`config.mk`:
```
export PLATFORM = sky130hd
export DESIGN_NAME = serializador_tx
export DESIGN_NICKNAME = d
export VERILOG_FILES = /design/src/rtl/phy_tx_pkg.sv /design/src/rtl/serializador_tx.sv
export SDC_FILE = /design/constraint.sdc
export NUM_CORES = 1
export LEC_CHECK = 0
export CORE_MARGIN = 5
export CORE_UTILIZATION = 30
export DETAILED_ROUTE_END_ITERATION = 8
export PLACE_DENSITY = 0.49
export SETUP_SLACK_MARGIN = 0.05
export SLEW_MARGIN = 40
export SYNTH_ARGS = -nofsm -noshare
export SYNTH_HDL_FRONTEND = slang
export SYNTH_SLANG_ARGS = --single-unit
```
`constraint.sdc`:
```
create_clock -name clk_8f -period 2.4 [get_ports clk_8f]
set_clock_uncertainty 0.05 [all_clocks]
set_input_delay 0.48 -clock clk_8f [delete_from_list [all_inputs] [get_ports clk_8f]]
set_output_delay 0.48 -clock clk_8f [all_outputs]
set_load 0.03 [all_outputs]
```
`src/rtl/phy_tx_pkg.sv`:
```
// phy_tx_pkg
// Constants and types shared by the phy_tx transmit path and the rx aligner.
//   BYTE_W     : byte width on the lane
//   SYM_COM    : idle / alignment symbol
//   SYM_SKP    : skip symbol
//   tx_state_e : serializer state (SYNC burst, then ACTIVE)
package phy_tx_pkg;

  localparam int         BYTE_W  = 8;
  localparam logic [7:0] SYM_COM = 8'hBC;
  localparam logic [7:0] SYM_SKP = 8'h1C;

  typedef enum logic {
    SYNC   = 1'b0,
    ACTIVE = 1'b1
  } tx_state_e;

endpackage

```
`src/rtl/serializador_tx.sv`:
```
// serializador_tx
// Parallel-to-serial stage after the 2:1 lane mux. Shifts bytes out MSB-first,
// one bit per clk_8f cycle. After reset it sends SYNC_COUNT COM symbols, then
// accepts mux bytes; empty slots are filled with COM.
//
// Optional build macro: SKP_INSERT_EN
//   When defined, one SKP symbol replaces a slot after every SKP_PERIOD
//   non-SKP slots in ACTIVE; valid data is held back during that slot.
//
// Ports
//   clk_8f    in   bit clock (8x byte rate), rising edge
//   reset     in   synchronous, active-high
//   data_in   in   [7:0] byte from the mux
//   valid_in  in   data_in holds a real byte
//   data_out  out  serial bit, MSB of the shift register (registered)
//   byte_ack  out  combinational; data_in is consumed at this rising edge
//   active    out  registered; high once the SYNC burst is complete
//
// State  | meaning
// SYNC   | sending start-up COM burst, upstream data not accepted
// ACTIVE | forwarding mux bytes, COM on idle slots (terminal until reset)
module serializador_tx
  import phy_tx_pkg::*;
#(
  parameter int         SYNC_COUNT = 4,
  parameter logic [7:0] COM        = SYM_COM,
  parameter logic [7:0] SKP        = SYM_SKP,
  parameter int         SKP_PERIOD = 16
) (
  input  logic              clk_8f,
  input  logic              reset,
  input  logic [BYTE_W-1:0] data_in,
  input  logic              valid_in,
  output logic              data_out,
  output logic              byte_ack,
  output logic              active
);

  localparam int SYNC_W = $clog2(SYNC_COUNT + 1);
  localparam logic [SYNC_W-1:0] SYNC_LAST = SYNC_W'(SYNC_COUNT - 1);

  tx_state_e         state, state_nxt;
  logic [BYTE_W-1:0] shift_reg;
  logic [BYTE_W-1:0] next_byte;
  logic [2:0]        bit_cnt;
  logic [SYNC_W-1:0] sync_cnt;
  logic              load;
  logic              skp_slot;
  logic              sync_done;

  assign load      = (bit_cnt == 3'd0);
  assign sync_done = (state == SYNC) && load && (sync_cnt == SYNC_LAST);
  assign data_out  = shift_reg[BYTE_W-1];

`ifdef SKP_INSERT_EN
  localparam int SKP_W = $clog2(SKP_PERIOD + 1);
  localparam logic [SKP_W-1:0] SKP_LAST = SKP_W'(SKP_PERIOD);

  logic [SKP_W-1:0] skp_cnt;

  assign skp_slot = (state == ACTIVE) && (skp_cnt == SKP_LAST);

  // Counts every ACTIVE slot that is not itself a SKP; the SKP slot restarts it.
  always_ff @(posedge clk_8f) begin
    if (reset) begin
      skp_cnt <= '0;
    end else if (state == ACTIVE && load) begin
      if (skp_slot) skp_cnt <= '0;
      else          skp_cnt <= skp_cnt + 1'b1;
    end
  end
`else
  localparam int unused_skp_period = SKP_PERIOD;

  assign skp_slot = 1'b0;
`endif

  always_comb begin
    state_nxt = state;
    next_byte = COM;
    byte_ack  = 1'b0;
    case (state)
      SYNC: begin
        if (sync_done) state_nxt = ACTIVE;
      end
      ACTIVE: begin
        if (skp_slot) begin
          next_byte = SKP;
        end else if (load && valid_in && !reset) begin
          next_byte = data_in;
          byte_ack  = 1'b1;
        end
      end
      default: state_nxt = SYNC;
    endcase
  end

  always_ff @(posedge clk_8f) begin
    if (reset) begin
      state     <= SYNC;
      shift_reg <= '0;
      bit_cnt   <= 3'd0;
      sync_cnt  <= '0;
      active    <= 1'b0;
    end else begin
      state   <= state_nxt;
      bit_cnt <= bit_cnt + 3'd1;
      if (load) shift_reg <= next_byte;
      else      shift_reg <= {shift_reg[BYTE_W-2:0], 1'b0};
      if (state == SYNC && load) sync_cnt <= sync_cnt + 1'b1;
      if (sync_done) active <= 1'b1;
    end
  end

endmodule

```
==> out/qor.yml, run 1 <==
nets: 94
reg2regPathDepth: 4
clockRootBuffer: "clkbuf_4"
fillers: 227
power_mw: 0.5310
tritoncts: "built"
clk_path_buf_depth: 2
io_buffers: 13
grt_pass1_vias: 469
vias: 475
core-area_mm2: 0.002191
dr.pass1.iters: 2
leakagePower_nw: 0.3429
die_y_um: 57.55
dr.first_iter.drc_count: 7
fin_area_um2: 868.3
antenna_left: 0
post-cts-setup-buffers: 0
yosys_warnings: 0
largest_register_ffs: 8
synth_area_leaders: "dfxtp_1 (47%), ha_1 (7.4%), o221a_1 (6.6%), inv_1 (3.9%), nor2b_1 (3.7%)"
avgViaCountPerCell: 4.524
worstSetupPathType: "flip-flop to output pin"
critical_path_required_ns: 1.87
worstPathMaxFanout: 7
clkLatencyLatePin_ns: 0.28
max_freq_ghz: 0.5172
hold_path.class: "flip-flop to flip-flop"
num_antenna_cells: 0
cts-resized-gates: 0
syn_area_per_cell_um2: 11.12
endpoint_kind: "output pin"
cap_violations: 0
clk_pin_slew_ns: 0.08
seqCellArea_um2: 320.3
multiInputGateArea_um2: 321.6
rsz0062_at_grt: "false"
grt_max_degree: 17
syn_nets: 76
yosysSeqAreaShare_pct: 47.23
holdBufCountCts: 0
synth_common_cells: "dfxtp_1 (16), inv_1 (7), nor2_1 (5)"
placed_area_um2: 845.8
fin_cells: 105
max_slew_margin_pct: 67.26
std_cell_rows: 17
grt_usage_pct: 8.491
synth_seq_cells: 16
initial_core_util_pct: 30.95
die_w_um: 57.55
ios: 14
cts_sinks: 16
ir_worst_vdd_mv: 0.3995
synth-edff-count: 0
synthDistinctLibCells: 22
cts_made_buffers: 3
yosysMostFrequentCell: "dfxtp_1"
grt_overflow_total: 0
async_reset_ff_share_pct: 0
dp_slack_ns: 0.4567
min_period_ns: 1.934
place_hpwl_um: 904.5
fin_crit_sh_pct: 80.57
syn2layout_area_growth_pct: 28.04
holdPathStages: 1
postSynthCellCount: 61
h-tree-depth: 1
setup_viol: 0
grt_pass1_wl_mm: 2.076
worstPathArrival_ns: 1.40
maxSlewViolCount: 0
wirelength_mm: 1.210
syn_area_um2: 678.2
pwr_density_cell_mw_per_mm2: 611.5
final-hold-violation-count: 0
remaining_drc_errors: 0
finalWorstSetupSlack_ns: 0.4664
dp_cells: 102
yosys.area.top_type: "dfxtp_1"
routedWlPerCell_um: 11.52
finalCoreUtilization_pct: 39.63
tightestPinTransition_ns: 0.4900
cp-start-kind: "flip-flop"
gp_congestion: 0.6324
synthFlopType: "dfxtp_1"
whs_ns: 0.4127
die_area_mm2: 0.003311
synth_top_area_share_pct: 47.23
status: "completed"
drive_gt1_share_pct: 15.58
tns_ns: 0
antenna_found_initial: 0
logic make-up (layout without fill, tap and decap cells):
| kind of cell | after synthesis | in the layout | synth area share, % |
|---|---|---|---|
| AND/OR/NAND/NOR | 19 | 19 | 21.22 |
| buffers and inverters | 9 | 25 | 5.351 |
| XOR/XNOR | 1 | 1 | 1.292 |
| adder cells (fa/ha/maj) | 4 | 4 | 7.380 |
| AO/OA/AOI/OAI | 9 | 9 | 12.73 |
| multiplexers | 3 | 3 | 4.797 |
| flip-flops | 16 | 16 | 47.23 |
path summary, 6_finish.rpt:
path,start,end,slack (ns)
setup / recovery,bit_cnt[0],byte_ack,0.47
hold / removal,bit_cnt[0],bit_cnt[0],0.41
setup reg to reg,bit_cnt[0],shift_reg[3],0.88
hold reg to reg,bit_cnt[0],bit_cnt[0],0.41
layer usage:
| metal | global-route usage (%) | share of wire [%] | wire length [um] | vias to the layer above |
|---|---|---|---|---|
| li1 | - | - | - | 247 |
| met1 | 9.324 | 42 | 507 | 217 |
| met2 | 13.39 | 50 | 602 | 9 |
| met3 | 4.525 | 6.7 | 81 | 2 |
| met4 | 3.974 | 1.5 | 18 | 0 |
| met5 | 0 | 0 | 0 | - |
report_power, final:
group	leakage (nW)	internal [mW]	switching (mW)
sequential	0.132	0.288	0.0124
combinational	0.197	0.0567	0.0398
clock	0.0138	0.0582	0.0756
total	0.343	0.403	0.128
final cells by class:
class	instances	area share (%)
Multi-Input combinational cell	36	37.03
Sequential cell	16	36.89
Timing Repair Buffer	15	16.43
Tap cell	28	4.035
Inverter	7	3.026
Clock buffer	3	2.594
worst max-delay path, cell delays in order (launching register included):
cell      delay, ns
dfxtp_1        0.33
inv_1          0.06
ha_1           0.29
nand4b_2       0.14
nor2_1         0.13
buf_4          0.17
cell usage in the layout, fill, tap and decap left out:
cell / n
nand3b_1: 1
buf_4: 3
nand4bb_1: 2
clkdlybuf4s50_1: 12
and4bb_2: 1
ha_1: 4
nor3b_4: 1
a21oi_1: 1
dfxtp_1: 16
nand2b_1: 2
inv_1: 7
nand2_1: 1
nor3b_1: 1
mux2_2: 2
nor2b_1: 4
o221a_1: 4
nor2_1: 5
mux2i_1: 1
xnor2_1: 1
clkbuf_4: 3
o221a_2: 1
nand4b_2: 1
o32ai_1: 2
o21a_1: 1
No activity file was read; power rests on OpenSTA's default activity.
==> run 2, diff against run 1 <==
--- a/config.mk
+++ b/config.mk
@@ -8,7 +8,7 @@
 export CORE_MARGIN = 5
 export CORE_UTILIZATION = 30
 export DETAILED_ROUTE_END_ITERATION = 8
-export PLACE_DENSITY = 0.49
+export PLACE_DENSITY = 0.5
 export SETUP_SLACK_MARGIN = 0.05
 export SLEW_MARGIN = 40
 export SYNTH_ARGS = -nofsm -noshare
==> constraint.sdc (replaced) <==
create_clock -name clk_8f -period 1.6 [get_ports clk_8f]
set_clock_uncertainty 0.05 [all_clocks]
set_input_delay 0.32 -clock clk_8f [delete_from_list [all_inputs] [get_ports clk_8f]]
set_output_delay 0.32 -clock clk_8f [all_outputs]
set_load 0.03 [all_outputs]
==> run 2 against run 1 <==
Against the previous run:
- global-route usage increased by 0.40 points
- sequential power increased by 51%
- worst hold slack worse by 0.030 ns
- sequential share of layout area down 2.4 points
- register-to-register slack got worse by 0.71 ns
- clock-buffer cell count did not move
- cell area rose by 8.1%
- utilization is 3.2 points higher
- power up 55%
- largest cell class unchanged
- largest power group unchanged
==> out/qor.yml, run 2 (synthesized netlist as in run 1, its figures left out) <==
dr.first_iter.drc_count: 12  # +5
rsz0062_at_grt: "true"
clk_path_buf_depth: 2  # unchanged
worstPathMaxFanout: 5  # -2
vias: 500  # +5.3%
p_sw_mw: 0.2056  # +61%
dr.pass1.iters: 2  # unchanged
antenna_left: 0  # unchanged
leakagePower_nw: 0.3885  # +13%
die_w_um: 57.55  # unchanged
status: "completed"
drive_gt1_share_pct: 29.27  # +14 points
worstSetupPathType: "flip-flop to output pin"
endpoint_kind: "output pin"
syn2layout_area_growth_pct: 38.38
clkLatencyLatePin_ns: 0.29  # about the same
cts_made_buffers: 3  # unchanged
p_clk_share_pct: 25.0  # -0.2 points
cp_cell_sequence: "nand4b_4, nor2_4, buf_6"
initial_core_util_pct: 30.95  # unchanged
grt_overflow_total: 0  # unchanged
grt_pass1_vias: 482  # +2.8%
p_int_mw: 0.6196  # +54%
reg2reg_slack_ns: 0.17  # -0.71 ns
grt_pass1_wl_mm: 2.208  # +6.4%
ir_worst_vdd_mv: 0.4100  # +2.6%
cp_slowest_cell: "dfxtp_1"
final_common_cell: "dfxtp_1"
max_slew_margin_pct: 79.87  # +13 points
place_hpwl_um: 894.2  # -1.1%
cap_violations: 0  # unchanged
min_from: "bit_cnt[0]"
h-tree-depth: 1  # unchanged
avgViaCountPerCell: 4.545  # +0.48%
top_layer_used: "met3"
grt_usage_pct: 8.889  # +0.40 points
maxSlewViolCount: 0  # unchanged
r2r-start: "bit_cnt[1]"
nets: 99  # +5.3%
setup_viol: 0  # unchanged
routedWlPerCell_um: 11.44  # -0.76%
min_period_ns: 1.542
cpLargestDelayFamily: "flip-flops"
cp_slowest_stage_delay_ns: 0.50  # +0.17 ns
remaining_drc_errors: 0  # unchanged
die_area_mm2: 0.003311  # unchanged
holdPathStages: 1  # unchanged
wl_met2_um: 568  # -5.6%
gp_congestion: 0.6424  # +1.6%
hold_path.class: "flip-flop to flip-flop"
tightestPinTransition_ns: 0.3032  # -0.1868 ns
holdBufCountCts: 0  # unchanged
seq_power_share_pct: 55.0  # -1.6 points
cp-start-kind: "flip-flop"
p_comb_share_pct: 20.0  # +1.8 points
ios: 14  # unchanged
whs_endpoint: "bit_cnt[0]"
wirelength_mm: 1.258  # +4.0%
fin_crit_sh_pct: 96.35
grt_max_degree: 11  # -6
final-hold-violation-count: 0  # unchanged
layout_common_cells: "dfxtp_1 (13), clkdlybuf4s50_1 (9), buf_4 (7)"
io_buffers: 13  # unchanged
pwr_density_cell_mw_per_mm2: 879.3  # +44%
whs_ns: 0.3832  # -0.02950 ns
std_cell_rows: 17  # unchanged
core-area_mm2: 0.002191  # unchanged
clockRootBuffer: "clkbuf_4"
r2r_end: "sync_cnt[0]"
die_y_um: 57.55  # unchanged
critical_path_required_ns: 1.23  # -0.64 ns
num_antenna_cells: 0  # unchanged
antenna_found_initial: 0  # unchanged
swShare_pct: 24.91  # +0.85 points
largest_register_ffs: 8  # unchanged
power_mw: 0.8251  # +55%
crit_buf_inv: 1  # -1
worstPathArrival_ns: 1.17  # -0.23 ns
dr_wl_met3_um: 104  # +28%
cts_sinks: 16  # unchanged
clk_pin_slew_ns: 0.09  # about the same
reg2regPathDepth: 5  # +1
fillers: 220  # -3.1%
tritoncts: "built"
wl_met1_um: 585  # +15%
max_freq_ghz: 0.6487
[run 2: cell count changes in the layout (fill, tap and decap cells not counted), sizes merged]
cell,previous run,this run
dlygate4sd2,0,3
clkdlybuf4s50,12,9
buf,3,8
[run 2: routing by layer]
metal  up-vias  track usage (%)
met5         -                0
met4         0            3.974
met3         0            4.977
met2        11            12.58
met1       232            10.91
li1        257                -
[run 2: worst max path at each step]
stage	start	end	slack (ns)	cells past startpoint
2_1_floorplan	bit_cnt[0]	byte_ack	0.13	4
3_3_place_gp	valid_in	byte_ack	0.01	4
3_5_place_dp	valid_in	byte_ack	0.003	4
4_1_cts	bit_cnt[1]	byte_ack	0.02	5
5_1_grt	bit_cnt[1]	byte_ack	-0.02	5
6_report	state	byte_ack	0.06	3
[run 2: worst register-to-register path, stage by stage, from the launching register on]
cell     delay [ns]
dfxtp_2        0.34
inv_2          0.06
ha_4           0.14
buf_4          0.13
nor3b_4        0.25
mux2_2         0.36
[run 2: final cells by class]
type | count | area (um2) | share of cell area [%]
Sequential cell | 16 | 324.1 | 34.53
Timing Repair Buffer | 20 | 180.2 | 19.20
Multi-Input combinational cell | 36 | 350.3 | 37.33
Clock buffer | 3 | 22.52 | 2.400
Tap cell | 28 | 35.03 | 3.733
Inverter | 7 | 26.28 | 2.800
[run 2: power groups by stage]
stage,registers (mW),clock network [mW],logic (mW)
3_3_place_gp,0.461,0,0.153
4_1_cts,0.454,0.218,0.165
5_1_grt,0.459,0.240,0.184
3_5_place_dp,0.461,0,0.154
6_report,0.454,0.207,0.165
2_1_floorplan,0.464,0,0.0909
[run 2: timing repair]
item / CTS / global route
resized for setup: 13 / 0
setup endpoints to repair: 3 / 1
setup buffers: 1 / 2
pin swaps: 2 / 1
[run 2: through the flow]
step	instance area, um2	worst slack, ns	std cells	TNS, ns	utilization [%]
2_1_floorplan	680.7	0.1303	61	0	-
3_3_place_gp	863.3	0.01008	104	0	39.41
3_5_place_dp	863.3	0.002787	104	0	39.41
4_1_cts	923.4	0.01996	108	0	42.15
5_1_grt	938.4	-0.02313	110	-0.02313	42.83
6_report	938.4	0.05835	110	0	42.83
